<file path="config.mk">
export PLATFORM = sky130hd
export DESIGN_NAME = sync_req_ack_rx
export DESIGN_NICKNAME = d
export VERILOG_FILES = /design/src/rtl/sync_req_ack_rx.sv
export SDC_FILE = /design/constraint.sdc
export NUM_CORES = 1
export LEC_CHECK = 0
export ABC_AREA = 1
export BUFFER_PORTS_ARGS = -buffer_cell sky130_fd_sc_hd__buf_2
export CAP_MARGIN = 10
export CORE_MARGIN = 3
export CORE_UTILIZATION = 53
export CTS_BUF_LIST = sky130_fd_sc_hd__clkbuf_4
export CTS_CLUSTER_SIZE = 10
export DETAILED_ROUTE_END_ITERATION = 10
export PLACE_DENSITY = 0.84
export SETUP_SLACK_MARGIN = 0.3
export SLEW_MARGIN = 20
export SYNTH_ARGS = -nofsm -noshare
export SYNTH_HDL_FRONTEND = slang
export SYNTH_SLANG_ARGS = --single-unit
</file>
<file path="constraint.sdc">
create_clock -name clk -period 2.53 [get_ports clk]
set_clock_uncertainty 0.05 [all_clocks]
set_input_delay 0.1265 -clock clk [delete_from_list [all_inputs] [get_ports clk]]
set_output_delay 0.1265 -clock clk [all_outputs]
set_load 0.02 [all_outputs]
</file>
<file path="src/rtl/sync_req_ack_rx.sv">
// Destination side of a 4-phase req/ack CDC handshake. It filters the synchronised
// request, captures the source data once per request, and offers it as a valid/ready beat.
module sync_req_ack_rx #(
    parameter int unsigned DATA_WIDTH = 32,
    parameter int unsigned FILT_CNT   = 2
) (
    input  logic                  clk,
    input  logic                  rst,
    input  logic                  req_sync,
    input  logic [DATA_WIDTH-1:0] req_data,
    output logic                  out_vld,
    input  logic                  out_rdy,
    output logic [DATA_WIDTH-1:0] out_data,
    output logic                  ack_out,
    output logic                  busy,
    output logic                  proto_err
);

    localparam int unsigned CW = $clog2(FILT_CNT + 1);
    localparam logic [CW-1:0] CNT_LAST = CW'(FILT_CNT - 1);

    typedef enum logic [1:0] {
        IDLE  = 2'd0,
        VALID = 2'd1,
        ACK   = 2'd2,
        BAD   = 2'd3
    } state_t;

    state_t                state_q, state_d;
    logic [CW-1:0]         cnt_q, cnt_d;
    logic [DATA_WIDTH-1:0] data_d;
    logic                  perr_d;

    // Next-state: the filter counter resets to zero whenever it is not explicitly advanced,
    // which covers both a level mismatch and every state change.
    always_comb begin
        state_d = state_q;
        cnt_d   = '0;
        data_d  = out_data;
        perr_d  = proto_err;
        case (state_q)
            IDLE: begin
                if (req_sync) begin
                    if (cnt_q == CNT_LAST) begin
                        state_d = VALID;
                        data_d  = req_data;
                    end else begin
                        cnt_d = cnt_q + CW'(1);
                    end
                end
            end
            VALID: begin
                if (!req_sync) begin
                    perr_d = 1'b1;
                end
                if (out_rdy) begin
                    state_d = ACK;
                end
            end
            ACK: begin
                if (!req_sync) begin
                    if (cnt_q == CNT_LAST) begin
                        state_d = IDLE;
                    end else begin
                        cnt_d = cnt_q + CW'(1);
                    end
                end
            end
            default: state_d = IDLE;
        endcase
    end

    // The outputs are registered from the next state, so each one changes on the edge that enters or leaves its state.
    always_ff @(posedge clk) begin
        if (rst) begin
            state_q   <= IDLE;
            cnt_q     <= '0;
            out_data  <= '0;
            proto_err <= 1'b0;
            out_vld   <= 1'b0;
            ack_out   <= 1'b0;
            busy      <= 1'b0;
        end else begin
            state_q   <= state_d;
            cnt_q     <= cnt_d;
            out_data  <= data_d;
            proto_err <= perr_d;
            out_vld   <= (state_d == VALID);
            ack_out   <= (state_d == ACK);
            busy      <= (state_d != IDLE);
        end
    end

endmodule

</file>
==> results.md <==
- Status: complete, no violations
- Pwr Density: 567.7 mW/mm^2
- Gr ovfl total: 0
- Synth Register Bits: 40
- Clock sink count: 40
- Post-CTS resize count: 0
- Initial antenna violation count: 0
- Critical Path Max Stage Delay: 0.42 ns
- Die Ht: 63.22 um
- Worst r2r dst: busy
- Worst-Margin Slew: 0.7353 ns
- Area occupied by multi-input gates: 674.4 um^2
- CP most frequent cell: nand2_1
- Hold endpoint: out_data[16]
- Fillers: 299
- HP Start: req_data[16]
- Share of cells above drive strength 1: 26.88%
- Mapped Nets: 288
- CTS buffer count: 5
- Post-route cell area: 0.002151 mm^2
- Starting density of the core: 56.38%
- Syn avg cell area: 6.887 um^2
- Number of flops mapped to enable cells by yosys: 0
- Clock power frac: 26.5%
- Max clock buf depth: 2
- Register area: 800.8 um^2
- Ys async rst share: 0%
- Int Power: 0.8708 mW
- Buf/Inv on CP: 2
- Seq/Total Area, Yosys: 46.14%
- Peak supply drop: 0.3829 mV
- Die W: 63.22 um
- Drt first pass iters: 4
- Routed Antenna Nets: 0
- Wire per inst: 10.63 um
- Postcts setup bufs: 0
- Worst skew pair latency: 0.35 ns
- CTS tree: done
- Max H-tree Level: 2
- Minimum clock period: 1.604 ns
- Global-route wire length before repair: 6423 um
- Slew headroom: 50.86%
- Largest net degree at the start of global routing: 36
- Min-Delay Path Class: primary input to flip-flop
- Number of max-cap violations: 0
- Hold buffers post-CTS: 1
- Final Worst Setup Slack: 0.9256 ns
- Top cell type's share of synthesized area: 46.14%
- Synthesis Warnings: 0
- Slowest CP cell: nor2_2
- Setup slack, reg-to-reg: 0.93 ns
- Synth area leader: dfxtp_1
- Port Buf Inserts: 71
- Sequential power share: 55.5%
- Non-filler cells, final: 364
- Switching Share: 28.67%
- Fin. Hold Viols: 0
- DRC: 0
- Combinational power share: 18.0%
- Path depth of the worst reg2reg path: 7
- Synth top area cells: dfxtp_1 (46%), nor2_1 (14%), nand4_1 (12%)
- Crit share post-route: 63.42%
- Die ar.: 0.003997 mm^2
- Placed inst area: 0.002085 mm^2
- Main synth FF type: dfxtp_1
- Pins over their slew limit: 0
- Netlist Area Pre-Place: 0.001735 mm^2
- All-Layer GR Usage: 20.54%
- Fmax: 0.6233 GHz
- Vias in the first global route: 1519
- Placer Congestion: 0.7343
- Area delta synth->final: 23.94%
- RSZ-0062 raised after global routing: no
- LEAKAGE: 1.229 nW
- Worst Setup Path Type: flip-flop to flip-flop
- Post-place setup slack: 0.9426 ns
- Vias: 1712
- Setup TNS: 0 ns
- IO Pins: 72
- Final setup fails: 0
- Total power after layout: 1.221 mW
- Nets: 355
- Arrival @ worst endpoint: 1.85 ns
- CP top delay family: simple AND/OR/NAND/NOR gates
- WL final: 3870 um
- CP Cell Sequence: inv_1, nor2_2, buf_4, nand3_1, nand2_1, nand2_1, nand2_1
- Vias per cell: 4.703
- Iteration-0 DRC Markers: 72
- Reg clk slew, reported paths: 0.11 ns
- Post-synth top cells: nor2_1 (66), inv_1 (43), nand2_1 (43), dfxtp_1 (40), nand4_1 (32)
- P_sw: 0.3501 mW
- R2r startpoint: cnt_q[0]
- Core ar.: 0.003078 mm^2
- DPL Wire Length: 2821 um
- Worst hold path depth: 5
- Antenna cell count: 0
- Max FO, Critical Path: 18
- Most frequent cell after synthesis: nor2_1
- Unique cell type count in the Yosys netlist: 16
- Critical Path RT: 2.78 ns
- Root Buffer: clkbuf_4
- Startpoint Class: flip-flop
- # rows: 20
- Post-Syn Instances: 252
- Placed Cells: 355
- Worst Setup End Kind: flip-flop
[sequential cells by signal, summed over array words and instances, names as in the netlist]
signal / flops
proto_err: 1
state_q: 2
busy: 1
out_data: 32
ack_out: 1
cnt_q: 2
out_vld: 1
[how the worst max path moves through the flow]
| stage | from | depth (start not counted) | end | slack, ns |
|---|---|---|---|---|
| after floorplan | state_q[1] | 6 | out_data[0] | 1.45 |
| after global placement | cnt_q[0] | 7 | busy | 1.0 |
| after detailed placement | cnt_q[0] | 7 | busy | 0.94 |
| after CTS | cnt_q[0] | 7 | busy | 0.91 |
| after global routing | cnt_q[0] | 7 | busy | 0.76 |
| final | cnt_q[0] | 7 | busy | 0.93 |
[layer usage]
layer | GRT usage [%] | vias up | routed length, um
met5 | 0 | - | 0
met4 | 8.625 | 0 | 63
met3 | 7.308 | 8 | 262
met2 | 35.97 | 49 | 1980
met1 | 22.35 | 753 | 1564
li1 | - | 902 | -
[power by group through the flow]
stage / Combinational, mW / Clock [mW] / Sequential (mW)
after global routing: 0.246 / 0.364 / 0.682
after global placement: 0.216 / 0 / 0.691
final: 0.220 / 0.324 / 0.677
after CTS: 0.222 / 0.333 / 0.678
after detailed placement: 0.220 / 0 / 0.692
after floorplan: 0.111 / 0 / 0.729
[worst register-to-register path, cell delays in order (launching register included)]
cell and delay, ns:
dfxtp_1 0.37, inv_1 0.07, nor2_2 0.42, buf_4 0.32, nand3_1 0.09, nand2_1 0.07, nand2_1 0.07, nand2_1 0.09
[final cells by class]
type / instances / area share (%)
tap: 44 / 2.560
multi-input combinational: 151 / 31.36
sequential: 40 / 37.23
inverter: 45 / 7.853
clock buffer: 7 / 2.443
clock inverter: 1 / 0.1745
timing repair buffer: 76 / 18.38
[logic make-up (layout without fill, tap and decap cells)]
| logic type | after synthesis | count (layout) | share of synthesized area (%) |
|---|---|---|---|
| AOI/OAI and AO/OA | 2 | 2 | 0.5768 |
| buffers and inverters | 61 | 129 | 15.00 |
| DFF | 40 | 40 | 46.14 |
| and+or+nand+nor | 149 | 149 | 38.28 |
[through the flow]
step / utilization (%) / hold WS (ns)
floorplan: - / 0.1456
global placement: 67.72 / 0.2563
detailed placement: 67.72 / 0.2593
CTS: 69.88 / 0.03547
global route: 69.88 / 0.03884
finish: 69.88 / 0.04483
[placed cells by master (no fill, tap or decap)]
cell type,instances
a21oi_1,2
and2_1,1
buf_2,71
buf_4,4
clkbuf_4,7
clkinv_1,2
dfxtp_1,40
dlygate4sd3_1,1
inv_1,43
inv_2,1
nand2_1,43
nand3_1,4
nand4_1,32
nor2_1,66
nor2_2,1
nor2_4,2
Power figures use the tool's default switching activity.
